<file path="config.mk">
export PLATFORM = sky130hd
export DESIGN_NAME = tlb_mshr_controller
export DESIGN_NICKNAME = d
export VERILOG_FILES = /design/src/rtl/tlb_mshr_controller.sv
export SDC_FILE = /design/constraint.sdc
export NUM_CORES = 1
export LEC_CHECK = 0
export CORE_MARGIN = 2
export CORE_UTILIZATION = 25
export CTS_CLUSTER_SIZE = 28
export DETAILED_ROUTE_END_ITERATION = 8
export PLACE_DENSITY_LB_ADDON = 0.3
export SLEW_MARGIN = 20
export SYNTH_ARGS = -nofsm -noshare
export SYNTH_HDL_FRONTEND = slang
export SYNTH_SLANG_ARGS = --single-unit
</file>
<file path="constraint.sdc">
create_clock -name clk -period 10.4 [get_ports clk]
set_input_delay 2.08 -clock clk [delete_from_list [all_inputs] [get_ports clk]]
set_output_delay 2.08 -clock clk [all_outputs]
set_load 0.01 [all_outputs]
</file>
<file path="src/rtl/tlb_mshr_controller.sv">
// Non-blocking TLB miss controller: a one-cycle lookup stage with hit-under-miss,
// NUM_MSHR outstanding page-table walks with tagged out-of-order responses.
module tlb_mshr_controller #(
    parameter int unsigned VPN_W    = 20,
    parameter int unsigned ID_W     = 4,
    parameter int unsigned NUM_MSHR = 4,
    localparam int unsigned TAG_W   = (NUM_MSHR > 1) ? $clog2(NUM_MSHR) : 1,
    localparam int unsigned CNT_W   = $clog2(NUM_MSHR + 1)
) (
    input  logic             clk,
    input  logic             rst,
    input  logic             req_valid_i,
    output logic             req_ready_o,
    input  logic [VPN_W-1:0] req_vpn_i,
    input  logic [ID_W-1:0]  req_id_i,
    output logic             lookup_en_o,
    output logic [VPN_W-1:0] lookup_vpn_o,
    input  logic             hit_i,
    input  logic             perm_fault_i,
    output logic             ptw_req_valid_o,
    input  logic             ptw_req_ready_i,
    output logic [VPN_W-1:0] ptw_req_vpn_o,
    output logic [TAG_W-1:0] ptw_req_tag_o,
    input  logic             ptw_resp_valid_i,
    output logic             ptw_resp_ready_o,
    input  logic [TAG_W-1:0] ptw_resp_tag_i,
    input  logic             ptw_resp_fault_i,
    output logic             update_en_o,
    output logic [VPN_W-1:0] update_vpn_o,
    output logic             lru_update_en_o,
    output logic [VPN_W-1:0] lru_vpn_o,
    output logic             resp_valid_o,
    input  logic             resp_ready_i,
    output logic [ID_W-1:0]  resp_id_o,
    output logic             resp_fault_o,
    output logic             resp_miss_o,
    output logic [CNT_W-1:0] mshr_busy_o,
    output logic             error_o
);

    typedef enum logic [1:0] {
        MS_FREE  = 2'd0,
        MS_ISSUE = 2'd1,
        MS_WAIT  = 2'd2,
        MS_DONE  = 2'd3
    } mshr_state_e;

    mshr_state_e      mshr_state_q [NUM_MSHR];
    mshr_state_e      mshr_state_d [NUM_MSHR];
    logic [VPN_W-1:0] mshr_vpn_q   [NUM_MSHR];
    logic [VPN_W-1:0] mshr_vpn_d   [NUM_MSHR];
    logic [ID_W-1:0]  mshr_id_q    [NUM_MSHR];
    logic [ID_W-1:0]  mshr_id_d    [NUM_MSHR];
    logic             mshr_fault_q [NUM_MSHR];
    logic             mshr_fault_d [NUM_MSHR];

    logic             lk_valid_q, lk_valid_d;
    logic [VPN_W-1:0] lk_vpn_q, lk_vpn_d;
    logic [ID_W-1:0]  lk_id_q, lk_id_d;

    logic             ptw_req_valid_d;
    logic [VPN_W-1:0] ptw_req_vpn_d;
    logic [TAG_W-1:0] ptw_req_tag_d;
    logic             update_en_d;
    logic [VPN_W-1:0] update_vpn_d;
    logic             lru_update_en_d;
    logic [VPN_W-1:0] lru_vpn_d;
    logic             resp_valid_d;
    logic [ID_W-1:0]  resp_id_d;
    logic             resp_fault_d;
    logic             resp_miss_d;
    logic [CNT_W-1:0] mshr_busy_d;
    logic             error_d;

    logic             free_found, done_found, issue_found;
    logic [TAG_W-1:0] free_idx, done_idx, issue_idx;
    logic             resp_load, lk_hit, take_lk, alloc, lk_adv;
    logic             ptw_resp_hit;

    // Lowest-index priority encoders over the current MSHR states
    always_comb begin
        free_found  = 1'b0;
        done_found  = 1'b0;
        issue_found = 1'b0;
        free_idx    = '0;
        done_idx    = '0;
        issue_idx   = '0;
        for (int i = int'(NUM_MSHR) - 1; i >= 0; i--) begin
            if (mshr_state_q[i] == MS_FREE) begin
                free_found = 1'b1;
                free_idx   = TAG_W'(i);
            end
            if (mshr_state_q[i] == MS_DONE) begin
                done_found = 1'b1;
                done_idx   = TAG_W'(i);
            end
            if (mshr_state_q[i] == MS_ISSUE) begin
                issue_found = 1'b1;
                issue_idx   = TAG_W'(i);
            end
        end
    end

    assign resp_load    = !resp_valid_o || resp_ready_i;
    assign lk_hit       = lk_valid_q && hit_i;
    assign take_lk      = resp_load && !done_found && lk_hit;
    assign alloc        = lk_valid_q && !hit_i && free_found;
    assign lk_adv       = take_lk || alloc;
    assign req_ready_o  = !rst && (!lk_valid_q || lk_adv);
    assign lookup_en_o  = req_valid_i && req_ready_o;
    assign lookup_vpn_o = req_vpn_i;

    // Next-state for lookup stage, MSHRs, PTW request and response slot
    always_comb begin
        lk_valid_d      = lk_valid_q;
        lk_vpn_d        = lk_vpn_q;
        lk_id_d         = lk_id_q;
        mshr_state_d    = mshr_state_q;
        mshr_vpn_d      = mshr_vpn_q;
        mshr_id_d       = mshr_id_q;
        mshr_fault_d    = mshr_fault_q;
        ptw_req_valid_d = ptw_req_valid_o;
        ptw_req_vpn_d   = ptw_req_vpn_o;
        ptw_req_tag_d   = ptw_req_tag_o;
        update_en_d     = 1'b0;
        update_vpn_d    = update_vpn_o;
        lru_update_en_d = 1'b0;
        lru_vpn_d       = lru_vpn_o;
        resp_valid_d    = resp_valid_o;
        resp_id_d       = resp_id_o;
        resp_fault_d    = resp_fault_o;
        resp_miss_d     = resp_miss_o;
        error_d         = error_o;
        mshr_busy_d     = '0;
        ptw_resp_hit    = 1'b0;

        if (lookup_en_o) begin
            lk_valid_d = 1'b1;
            lk_vpn_d   = req_vpn_i;
            lk_id_d    = req_id_i;
        end else if (lk_adv) begin
            lk_valid_d = 1'b0;
        end

        for (int i = 0; i < int'(NUM_MSHR); i++) begin
            if (alloc && (TAG_W'(i) == free_idx)) begin
                mshr_state_d[i] = MS_ISSUE;
                mshr_vpn_d[i]   = lk_vpn_q;
                mshr_id_d[i]    = lk_id_q;
                mshr_fault_d[i] = 1'b0;
            end
            if (ptw_req_valid_o && ptw_req_ready_i && (TAG_W'(i) == ptw_req_tag_o)) begin
                mshr_state_d[i] = MS_WAIT;
            end
            if (ptw_resp_valid_i && ptw_resp_ready_o && (TAG_W'(i) == ptw_resp_tag_i)
                && (mshr_state_q[i] == MS_WAIT)) begin
                mshr_state_d[i] = MS_DONE;
                mshr_fault_d[i] = ptw_resp_fault_i;
                ptw_resp_hit    = 1'b1;
                update_en_d     = !ptw_resp_fault_i;
                update_vpn_d    = mshr_vpn_q[i];
            end
            if (resp_load && done_found && (TAG_W'(i) == done_idx)) begin
                mshr_state_d[i] = MS_FREE;
                resp_id_d       = mshr_id_q[i];
                resp_fault_d    = mshr_fault_q[i];
                lru_update_en_d = !mshr_fault_q[i];
                lru_vpn_d       = mshr_vpn_q[i];
            end
            if (!ptw_req_valid_o && issue_found && (TAG_W'(i) == issue_idx)) begin
                ptw_req_vpn_d = mshr_vpn_q[i];
            end
        end

        // Responses to tags not awaiting a walk are a protocol violation
        if (ptw_resp_valid_i && ptw_resp_ready_o && !ptw_resp_hit) begin
            error_d = 1'b1;
        end

        if (ptw_req_valid_o && ptw_req_ready_i) begin
            ptw_req_valid_d = 1'b0;
        end else if (!ptw_req_valid_o && issue_found) begin
            ptw_req_valid_d = 1'b1;
            ptw_req_tag_d   = issue_idx;
        end

        if (resp_load) begin
            if (done_found) begin
                resp_valid_d = 1'b1;
                resp_miss_d  = 1'b1;
            end else if (lk_hit) begin
                resp_valid_d    = 1'b1;
                resp_id_d       = lk_id_q;
                resp_fault_d    = perm_fault_i;
                resp_miss_d     = 1'b0;
                lru_update_en_d = !perm_fault_i;
                lru_vpn_d       = lk_vpn_q;
            end else begin
                resp_valid_d = 1'b0;
            end
        end

        for (int i = 0; i < int'(NUM_MSHR); i++) begin
            if (mshr_state_d[i] != MS_FREE) begin
                mshr_busy_d = mshr_busy_d + CNT_W'(1);
            end
        end
    end

    always_ff @(posedge clk or posedge rst) begin
        if (rst) begin
            lk_valid_q       <= 1'b0;
            lk_vpn_q         <= '0;
            lk_id_q          <= '0;
            for (int i = 0; i < int'(NUM_MSHR); i++) begin
                mshr_state_q[i] <= MS_FREE;
                mshr_vpn_q[i]   <= '0;
                mshr_id_q[i]    <= '0;
                mshr_fault_q[i] <= 1'b0;
            end
            ptw_req_valid_o  <= 1'b0;
            ptw_req_vpn_o    <= '0;
            ptw_req_tag_o    <= '0;
            ptw_resp_ready_o <= 1'b0;
            update_en_o      <= 1'b0;
            update_vpn_o     <= '0;
            lru_update_en_o  <= 1'b0;
            lru_vpn_o        <= '0;
            resp_valid_o     <= 1'b0;
            resp_id_o        <= '0;
            resp_fault_o     <= 1'b0;
            resp_miss_o      <= 1'b0;
            mshr_busy_o      <= '0;
            error_o          <= 1'b0;
        end else begin
            lk_valid_q       <= lk_valid_d;
            lk_vpn_q         <= lk_vpn_d;
            lk_id_q          <= lk_id_d;
            mshr_state_q     <= mshr_state_d;
            mshr_vpn_q       <= mshr_vpn_d;
            mshr_id_q        <= mshr_id_d;
            mshr_fault_q     <= mshr_fault_d;
            ptw_req_valid_o  <= ptw_req_valid_d;
            ptw_req_vpn_o    <= ptw_req_vpn_d;
            ptw_req_tag_o    <= ptw_req_tag_d;
            ptw_resp_ready_o <= 1'b1;
            update_en_o      <= update_en_d;
            update_vpn_o     <= update_vpn_d;
            lru_update_en_o  <= lru_update_en_d;
            lru_vpn_o        <= lru_vpn_d;
            resp_valid_o     <= resp_valid_d;
            resp_id_o        <= resp_id_d;
            resp_fault_o     <= resp_fault_d;
            resp_miss_o      <= resp_miss_d;
            mshr_busy_o      <= mshr_busy_d;
            error_o          <= error_d;
        end
    end

endmodule
</file>
Word level (Yosys, flattened, before mapping)
Index checks and enable logic that the tools add are counted.
{"block": "totals", "regBits": 210, "in_bits": 35, "out_inout_bits": 99, "word_cells": 244}
{"block": "op_classes", "n_eq_ne": 27, "n_mux": 104, "bitwise": 1, "reduce_logical": 76, "add_sub_neg": 3}
{"op": "$mux 20", "count": 15}
{"op": "$mux 2", "count": 28}
{"op": "$mux 1", "count": 51}
{"op": "$logic_and 1x1->1", "count": 36}
{"op": "$mux 4", "count": 7}
{"op": "$reduce_bool 2->1", "count": 11}
{"op": "$eq 2x2->1 const A", "count": 10}
{"op": "$logic_not 2->1", "count": 9}
{"op": "$eq 2x2->1 const B", "count": 8}
{"op": "$logic_not 1->1", "count": 13}
{"op": "$eq 1x2->1 const A", "count": 5}
{"op": "$add 3x1->3 const B", "count": 3}
{"op": "$mux 3", "count": 3}
{"op": "$eq 2x1->1 const B", "count": 4}
{"op": "$reduce_bool 4->1", "count": 2}
{"op": "$reduce_and 2->1", "count": 2}
{"op": "$logic_or 1x1->1", "count": 3}
{"op": "$not 1->1", "count": 1}

Longest topological paths before layout
Gate-level depths: netlist (run 1).
{"block": "logic_depth", "depth_word": 19, "mapped_depth": 12, "ltp_nobuf": 11}

Least setup slack after synthesis (run 1)
Ideal clock, no wire load.
{"block": "synth_path", "kind": "in2out", "startpoint": "input port rst", "endpoint": "output port lookup_en_o", "slack_ps": 399, "cell_stages": 4, "t_arrival_ps": 7921, "n_path_buf": 1, "path_cell_list": "inv_1 > o311ai_2 > a31oi_4 > buf_6"}
{"block": "synth_between", "elab_chain_len": 3}
{"element": "start: declaration", "line_no": "11", "rtl": "input logic rst,"}
{"element": "$logic_not 1->1 (no line)"}
{"element": "$logic_and 1x1->1", "line_no": "109", "rtl": "assign req_ready_o = !rst && (!lk_valid_q || lk_adv);"}
{"element": "$logic_and 1x1->1", "line_no": "110", "rtl": "assign lookup_en_o = req_valid_i && req_ready_o;"}
{"element": "end: declaration", "line_no": "16", "rtl": "output logic lookup_en_o,"}
No other way between the ends.

Final worst setup path (run 1)
{"block": "layout_path", "startpoint": "input port resp_ready_i", "endpoint": "output port req_ready_o"}
{"block": "layout_between", "elab_chain_len": 6}
{"element": "start: declaration", "line_no": "33", "rtl": "input logic resp_ready_i,"}
{"element": "$logic_or 1x1->1", "line_no": "104", "rtl": "assign resp_load = !resp_valid_o || resp_ready_i;"}
{"element": "$logic_and 1x1->1 (2 in series)", "line_no": "106", "rtl": "assign take_lk = resp_load && !done_found && lk_hit;"}
{"element": "$logic_or 1x1->1", "line_no": "108", "rtl": "assign lk_adv = take_lk || alloc;"}
{"element": "$logic_or 1x1->1", "line_no": "109"}
{"element": "$logic_and 1x1->1", "line_no": "109"}
{"element": "end: declaration", "line_no": "13", "rtl": "output logic req_ready_o,"}
No other way between the ends.

==> results of run 1 <==
metal layers:
layer	wire [um]	vias up	track usage (%)	share of wire (%)
li1	-	3769	-	-
met1	16300	4367	21.9	44
met2	17300	325	27.3	47
met4	918	0	5.59	2.5
met5	0	-	0	0
met3	2420	87	3.02	6.6
final cells by class:
type	count	area (um2)
Tap cell	539	674
Inverter	7	33.8
Timing Repair Buffer	153	1480
Sequential cell	210	5260
Clock buffer	38	777
Fill cell	4190	28800
Clock inverter	4	47.5
Multi-Input combinational cell	657	4730
path summary, 6_finish.rpt:
| kind | cells after the start | slack (ns) | startpoint | end |
|---|---|---|---|---|
| hold reg to reg | 1 | 0.46 | error_o | error_o |
| hold / removal | 1 | 0.46 | error_o | error_o |
| min in group asynchronous | 2 | 1.99 | rst | lk_valid_q |
| max in group asynchronous | 3 | 6.97 | rst | lru_vpn_o[12] |
| setup / recovery | 7 | 4.02 | resp_ready_i | req_ready_o |
| setup reg to reg | 6 | 7.05 | mshr_state_q[2] | lru_vpn_o[1] |
metrics by stage:
stage | setup WS (ns) | total power [mW] | cells | area (um2) | hold slack [ns]
floorplan | 0.399 | 2.65 | 975 | 10500 | 0.459
global placement | 4.06 | 3.42 | 1566 | 12200 | 0.454
detailed placement | 4.01 | 3.45 | 1566 | 12200 | 0.457
CTS | 4.01 | 4.36 | 1608 | 13000 | 0.469
global route | 3.89 | 4.59 | 1608 | 13000 | 0.493
finish | 4.02 | 4.33 | 1608 | 13000 | 0.464
cell families after synthesis:
kind of cell    share of synthesized area [%]
other cells                            0.0356
buf+inv                                  5.72
fa+ha+maj                               0.356
xor+xnor                                0.249
compound gates                           19.9
flops                                    49.9
mux                                      13.1
simple gates                             10.7
cells in the mapped netlist, types with 2 or more instances:
| cell type | instances | area share [%] |
|---|---|---|
| mux2_2 | 91 | 9.7 |
| nand3b_1 | 4 | 0.29 |
| a221oi_1 | 6 | 0.50 |
| ha_1 | 3 | 0.36 |
| a222oi_1 | 18 | 1.7 |
| nand2_2 | 2 | 0.12 |
| a22oi_1 | 9 | 0.64 |
| o21a_1 | 21 | 1.5 |
| nand4_1 | 2 | 0.12 |
| dfrtp_1 | 210 | 50 |
| nor3_2 | 3 | 0.29 |
| buf_2 | 26 | 1.2 |
| nand2b_1 | 2 | 0.12 |
| nor2_1 | 40 | 1.4 |
| o22a_1 | 8 | 0.67 |
| nand3_1 | 5 | 0.24 |
| o21ai_0 | 25 | 1.2 |
| and2_1 | 3 | 0.18 |
| and3_1 | 2 | 0.12 |
| o22ai_1 | 45 | 2.7 |
| a311oi_1 | 19 | 1.6 |
| nor2b_1 | 10 | 0.59 |
| a21o_1 | 5 | 0.36 |
| nor2_2 | 19 | 1.1 |
| o32a_1 | 20 | 1.9 |
| mux2i_1 | 2 | 0.19 |
| buf_6 | 11 | 1.2 |
| nand2b_4 | 2 | 0.26 |
| nor3_1 | 3 | 0.14 |
| buf_4 | 22 | 1.6 |
| or3_1 | 4 | 0.24 |
| clkbuf_1 | 40 | 1.4 |
| mux2_1 | 30 | 3.2 |
| xor2_1 | 3 | 0.25 |
| a21oi_1 | 88 | 4.2 |
| inv_1 | 7 | 0.25 |
| a31o_2 | 21 | 1.7 |
| buf_1 | 2 | 0.071 |
| nand2_1 | 115 | 4.1 |
cell usage in the layout, fill, tap and decap left out, types with 3 or more instances in the layout:
| master | synthesis | layout |
|---|---|---|
| o32a_1 | 20 | 20 |
| clkbuf_16 | 0 | 27 |
| clkbuf_8 | 0 | 6 |
| a21oi_1 | 88 | 87 |
| a221oi_1 | 6 | 6 |
| mux2_1 | 30 | 30 |
| a222oi_1 | 18 | 18 |
| nand3_1 | 5 | 5 |
| or3_1 | 4 | 4 |
| clkbuf_1 | 40 | 5 |
| nor2b_1 | 10 | 9 |
| a22oi_1 | 9 | 9 |
| o21a_1 | 21 | 21 |
| nor2_2 | 19 | 19 |
| nand3b_1 | 4 | 4 |
| nand2_1 | 115 | 115 |
| o22a_1 | 8 | 8 |
| a21o_1 | 5 | 5 |
| nor3_4 | 1 | 3 |
| nor2_1 | 40 | 39 |
| ha_1 | 3 | 3 |
| buf_4 | 22 | 20 |
| o22ai_1 | 45 | 45 |
| inv_1 | 7 | 6 |
| a31o_2 | 21 | 21 |
| a311oi_1 | 19 | 19 |
| nor3_2 | 3 | 3 |
| xor2_1 | 3 | 3 |
| mux2_2 | 91 | 91 |
| o21ai_0 | 25 | 25 |
| clkdlybuf4s50_1 | 0 | 133 |
| dfrtp_1 | 210 | 210 |
state kept, by name, summed over array words and instances (netlist names), 2 cells and up:
signal,flops
mshr_id_q,16
ptw_req_vpn_o,20
ptw_req_tag_o,2
lk_vpn_q,20
resp_id_o,4
mshr_vpn_q,80
mshr_state_q,8
update_vpn_o,20
lru_vpn_o,20
mshr_fault_q,4
mshr_busy_o,3
lk_id_q,4
power groups by stage:
stage	registers [mW]	clock network, mW	logic (mW)
floorplan	1.51	0	1.14
global placement	1.61	0	1.81
detailed placement	1.61	0	1.83
CTS	1.61	0.908	1.84
global route	1.67	0.940	1.98
finish	1.61	0.886	1.83
==> Flow_metrics.wiki, run 1 <==
{| class="wikitable"
! Metric !! Value
|-
| Fraction of the yosys area taken by sequential cells || 49.9%
|-
| Clock transition at path regs || 0.05 ns
|-
| Critical Path Start Type || input port
|-
| Fraction of power spent switching nets || 39.2%
|-
| Number of design rule violations left after detail routing || 0
|-
| Setup CP Type || in -> out
|-
| Classification of the worst-slack hold path || reg -> reg
|-
| Leakage dissipation || 5.18 nW
|-
| Initial antenna violation count || 0
|-
| WL per Instance || 23.0 um
|-
| Post-synthesis async set-or-reset flop share || 100%
|-
| Period minus WS final || 6.38 ns
|-
| Post-route core utilization || 31.1%
|-
| First-iteration detailed-routing DRC count || 819
|-
| Initial core utilization || 25.2%
|-
| Final Routed Wirelength || 36900 um
|-
| Die X-Extent || 209 um
|-
| Number of buffers added on ports || 133
|-
| Unrepaired setup endpoints after global routing || no
|-
| CTS Hold Buffers Added || 0
|-
| Slew HR || 24.3%
|-
| Clock tree buffer depth || 3
|-
| Antenna diodes || 0
|-
| Library cells used by synthesis || 66
|-
| Core area || 41800 um2
|-
| Cell with the most instances on the worst path || clkdlybuf4s50_1
|-
| Final #Nets || 1093
|-
| Routed via count || 8548
|-
| Floorplan die area || 43800 um2
|-
| Count of max-cap constraint violations || 0
|-
| Slew at the pin closest to its max-slew limit || 1.14 ns
|-
| Endpoint arrival time on the critical path || 4.30 ns
|-
| Number of I/O pins || 134
|-
| Post-Route Setup TNS || 0 ns
|-
| Mapped Nets || 1013
|-
| Post-synthesis cell count || 975
|-
| Number of iterations in the first detailed-routing pass || 6
|-
| Clk root buf || clkbuf_16
|-
| Sw Pwr || 1.69 mW
|-
| Global routing usage summed across all routing layers || 16.6%
|-
| Avg Cell Area, Syn || 10.8 um2
|-
| Part of the power in registers || 37.1%
|-
| Layout Area Growth over Synthesis || 23.4%
|-
| Clock share of power || 20.5%
|-
| Die Height || 209 um
|-
| Floorplan row count || 75
|-
| Clock buffers created by TritonCTS || 26
|-
| Internal || 2.63 mW
|-
| CP Max Fanout || 9
|-
| Pwr per Cell Area || 333 nW/um2
|-
| Status || complete, no violations
|-
| Kind of cell adding the most delay to the critical path || buffers and inverters
|-
| Endpoint type of the worst setup path || output pin
|-
| Post-CTS sizing || 0
|-
| Top flip-flop cell by instance count after synthesis || dfrtp_1
|-
| Required time at the endpoint of the critical path || 8.32 ns
|-
| Final number of setup-violating endpoints || 0
|-
| Count of synthesis-stage warnings from yosys || 0
|-
| Number of buffers added for setup after CTS || 0
|-
| Weighted congestion reported at the end of routability-driven placement || 0.774
|-
| Achievable frequency || 157 MHz
|-
| Final HPWL from detailed placement || 21600 um
|-
| IR drop worst, VDD || 0.127 mV
|-
| Ordered list of cells on the worst path || clkdlybuf4s50_1 > nand2b_1 > and2_1 > nand2_2 > a21o_1 > a21oi_1 > clkdlybuf4s50_1
|-
| Final ANT Viol Nets || 0
|-
| Global route total overflow || 0
|-
| Via density || 5.32
|-
| Cell area after synthesis || 10500 um2
|-
| Count of flip-flops with a built-in enable after synthesis || 0
|-
| TritonCTS clock tree || built
|-
| Layout cells sized above 1 || 20.4%
|-
| Pins Over Slew Limit || 0
|-
| Number of failing hold endpoints at the final stage || 0
|-
| Setup clock skew after layout || 0.0122 ns
|-
| Crit share post-route || 61.4%
|-
| Worst-Skew Late Latency || 0.54 ns
|-
| Register bit count reported by yosys || 210
|-
| Pin count of the biggest net entering global routing || 74
|-
| Global-route wire length before repair || 55000 um
|-
| H-tree depth reported by CTS || 1
|-
| Critical path's largest stage delay || 0.55 ns
|-
| Number of clock sinks seen by CTS || 210
|-
| Number of global-route vias before repair || 8532
|-
| Comb power frac || 42.4%
|-
| Critical Path Slowest Stage Cell || clkdlybuf4s50_1
|-
| Buffer and inverter count on the worst path || 2
|}
No activity file was read; power rests on OpenSTA's default activity.
==> run 2: changes to the inputs <==
==> constraint.sdc (replaced) <==
create_clock -name clk -period 5.18 [get_ports clk]
set_input_delay 1.036 -clock clk [delete_from_list [all_inputs] [get_ports clk]]
set_output_delay 1.036 -clock clk [all_outputs]
set_load 0.01 [all_outputs]
==> run 2 against run 1 <==
Against the previous run: clock skew grew 0.0018 ns; via count shrank 1.1%; worst setup slack lost 3.1 ns; largest power group unchanged.
==> Flow_metrics.wiki, run 2 (synthesis results as in run 1) <==
{| class="wikitable"
! Metric !! Value
|-
| Status || complete, no violations (unchanged)
|-
| Number of failing hold endpoints at the final stage || 0 (unchanged)
|-
| Crit share post-route || 82.0%
|-
| Slew at the pin closest to its max-slew limit || 1.17 ns (was 1.14 ns)
|-
| Die X-Extent || 209 um (unchanged)
|-
| End of the worst register-to-register path || ptw_req_vpn_o[11] (was lru_vpn_o[1])
|-
| Worst min-delay path endpoint || error_o (unchanged)
|-
| Most common cell after layout, fill and taps aside || dfrtp_1 (unchanged)
|-
| Achievable frequency || 235 MHz
|-
| Layout Area Growth over Synthesis || 23.2% (was 23.4%)
|-
| Final-layout fill cell count || 4234 (was 4190)
|-
| Final ANT Viol Nets || 0 (unchanged)
|-
| Worst reg2reg startpoint || mshr_state_q[2] (unchanged)
|-
| First-iteration detailed-routing DRC count || 856 (was 819)
|-
| Number of global-route vias before repair || 8807 (was 8532)
|-
| CP Max Fanout || 9 (unchanged)
|-
| Layout cells sized above 1 || 20.5% (was 20.4%)
|-
| Number of buffers added for setup after CTS || 0 (unchanged)
|-
| Via density || 5.25 (was 5.32)
|-
| Min-Delay Startpoint || error_o (unchanged)
|-
| Register with the most flip-flops || mshr_vpn_q (unchanged)
|-
| IR drop worst, VDD || 0.245 mV (was 0.127 mV)
|-
| Post-route core utilization || 31.1% (about the same)
|-
| R2r setup slk || 2.01 ns (was 7.05 ns)
|-
| Count of max-cap constraint violations || 0 (unchanged)
|-
| Initial core utilization || 25.2% (unchanged)
|-
| Hold Crit Depth || 1 (unchanged)
|-
| Required time at the endpoint of the critical path || 4.14 ns (was 8.32 ns)
|-
| Number of buffers added on ports || 133 (unchanged)
|-
| Final HPWL from detailed placement || 22200 um (was 21600 um)
|-
| Die Height || 209 um (unchanged)
|-
| Most frequent cells in the layout || 210 x dfrtp_1, 133 x clkdlybuf4s50_1, 115 x nand2_1 (unchanged)
|-
| Routed via count || 8450 (was 8548)
|-
| Setup CP Type || in -> out (unchanged)
|-
| Slew HR || 22.2% (was 24.3%)
|-
| Number of design rule violations left after detail routing || 0 (unchanged)
|-
| Final Routed Wirelength || 36500 um (was 36900 um)
|-
| Global-route wire length before repair || 55600 um (was 55000 um)
|-
| Floorplan die area || 43800 um2 (unchanged)
|-
| Endpoint type of the worst setup path || output pin (unchanged)
|-
| Unrepaired setup endpoints after global routing || no (unchanged)
|-
| Period minus WS final || 4.25 ns
|-
| Clock tree buffer depth || 3 (unchanged)
|-
| Classification of the worst-slack hold path || reg -> reg (unchanged)
|-
| Clock buffers created by TritonCTS || 23 (was 26)
|-
| Endpoint arrival time on the critical path || 3.21 ns (was 4.30 ns)
|-
| Worst-Skew Late Latency || 0.51 ns (was 0.54 ns)
|-
| Number of I/O pins || 134 (unchanged)
|-
| Final Hold Slack || 0.476 ns (was 0.464 ns)
|-
| Total power || 8.60 mW (was 4.33 mW)
|-
| Floorplan row count || 75 (unchanged)
|-
| Clock transition at path regs || 0.06 ns (was 0.05 ns)
|-
| Setup clock skew after layout || 0.0140 ns (was 0.0122 ns)
|-
| Worst setup slack before clock tree synthesis || 0.912 ns (was 4.01 ns)
|-
| Leakage dissipation || 5.17 nW (was 5.18 nW)
|-
| Number of iterations in the first detailed-routing pass || 5 (was 6)
|-
| Smallest setup slack after layout || 0.933 ns (was 4.02 ns)
|-
| Antenna diodes || 0 (unchanged)
|-
| Critical Path Start Type || input port (unchanged)
|-
| Weighted congestion reported at the end of routability-driven placement || 0.803 (was 0.774)
|-
| WL per Instance || 22.7 um (was 23.0 um)
|-
| Post-CTS sizing || 0 (unchanged)
|-
| H-tree depth reported by CTS || 1 (unchanged)
|-
| Pwr per Cell Area || 663 nW/um2 (was 333 nW/um2)
|-
| Global route total overflow || 0 (unchanged)
|-
| Flip-flop count of the largest register, all copies and words added || 80 (unchanged)
|-
| Initial antenna violation count || 0 (unchanged)
|-
| Clk root buf || clkbuf_16 (unchanged)
|-
| TritonCTS clock tree || built (unchanged)
|-
| Number of clock sinks seen by CTS || 210 (unchanged)
|-
| Post-Route Setup TNS || 0 ns (unchanged)
|-
| Core area || 41800 um2 (unchanged)
|-
| CTS Hold Buffers Added || 0 (unchanged)
|-
| Pins Over Slew Limit || 0 (unchanged)
|-
| Final number of setup-violating endpoints || 0 (unchanged)
|-
| Number of cells traversed by the worst register-to-register path || 6 (unchanged)
|-
| Global routing usage summed across all routing layers || 16.6% (about the same)
|-
| Final #Nets || 1095 (was 1093)
|-
| Pin count of the biggest net entering global routing || 145 (was 74)
|}
run 2: worst max path at each step:
stage,start,to,cells past startpoint
after global placement,resp_ready_i,req_ready_o,7
final,resp_ready_i,req_ready_o,7
after floorplan,rst,lookup_en_o,4
after CTS,resp_ready_i,req_ready_o,7
after global routing,resp_ready_i,req_ready_o,7
after detailed placement,resp_ready_i,req_ready_o,7
run 2: final cells by class:
cell class	instances	area (um2)	share of cell area (%)
clock buffer	32	649	5.00
clock inverter	8	115	0.887
inverter	7	30.0	0.231
multi-input combinational	657	4720	36.4
sequential	210	5260	40.5
tap	539	674	5.20
timing repair buffer	158	1530	11.8
run 2: layer usage:
metal,vias to the layer above,part of all wire [%],GRT usage [%],wire [um]
met1,4252,44,22.1,16000
met4,0,3.9,7.02,1440
met3,91,6.5,3.04,2390
li1,3768,-,-,-
met2,339,46,26.4,16600
met5,-,0,0,0
run 2: through the flow:
stage	area (um2)	instances
6_report	13000	1611
5_1_grt	13000	1611
4_1_cts	13000	1611
3_5_place_dp	12200	1571
3_3_place_gp	12200	1571
2_1_floorplan	10500	975
run 2: where the power goes:
group	internal, mW	total [mW]	switching, mW
sequential	2.40	3.25	0.850
clock	1.02	1.70	0.676
combinational	1.82	3.65	1.84
run 2: worst max-delay path, stage by stage:
cell and delay, ns:
clkdlybuf4s50_1 0.48, nand2b_1 0.20, and2_1 0.39, nand2_2 0.15, a21o_1 0.23, a21oi_1 0.15
clkdlybuf4s50_1 0.57
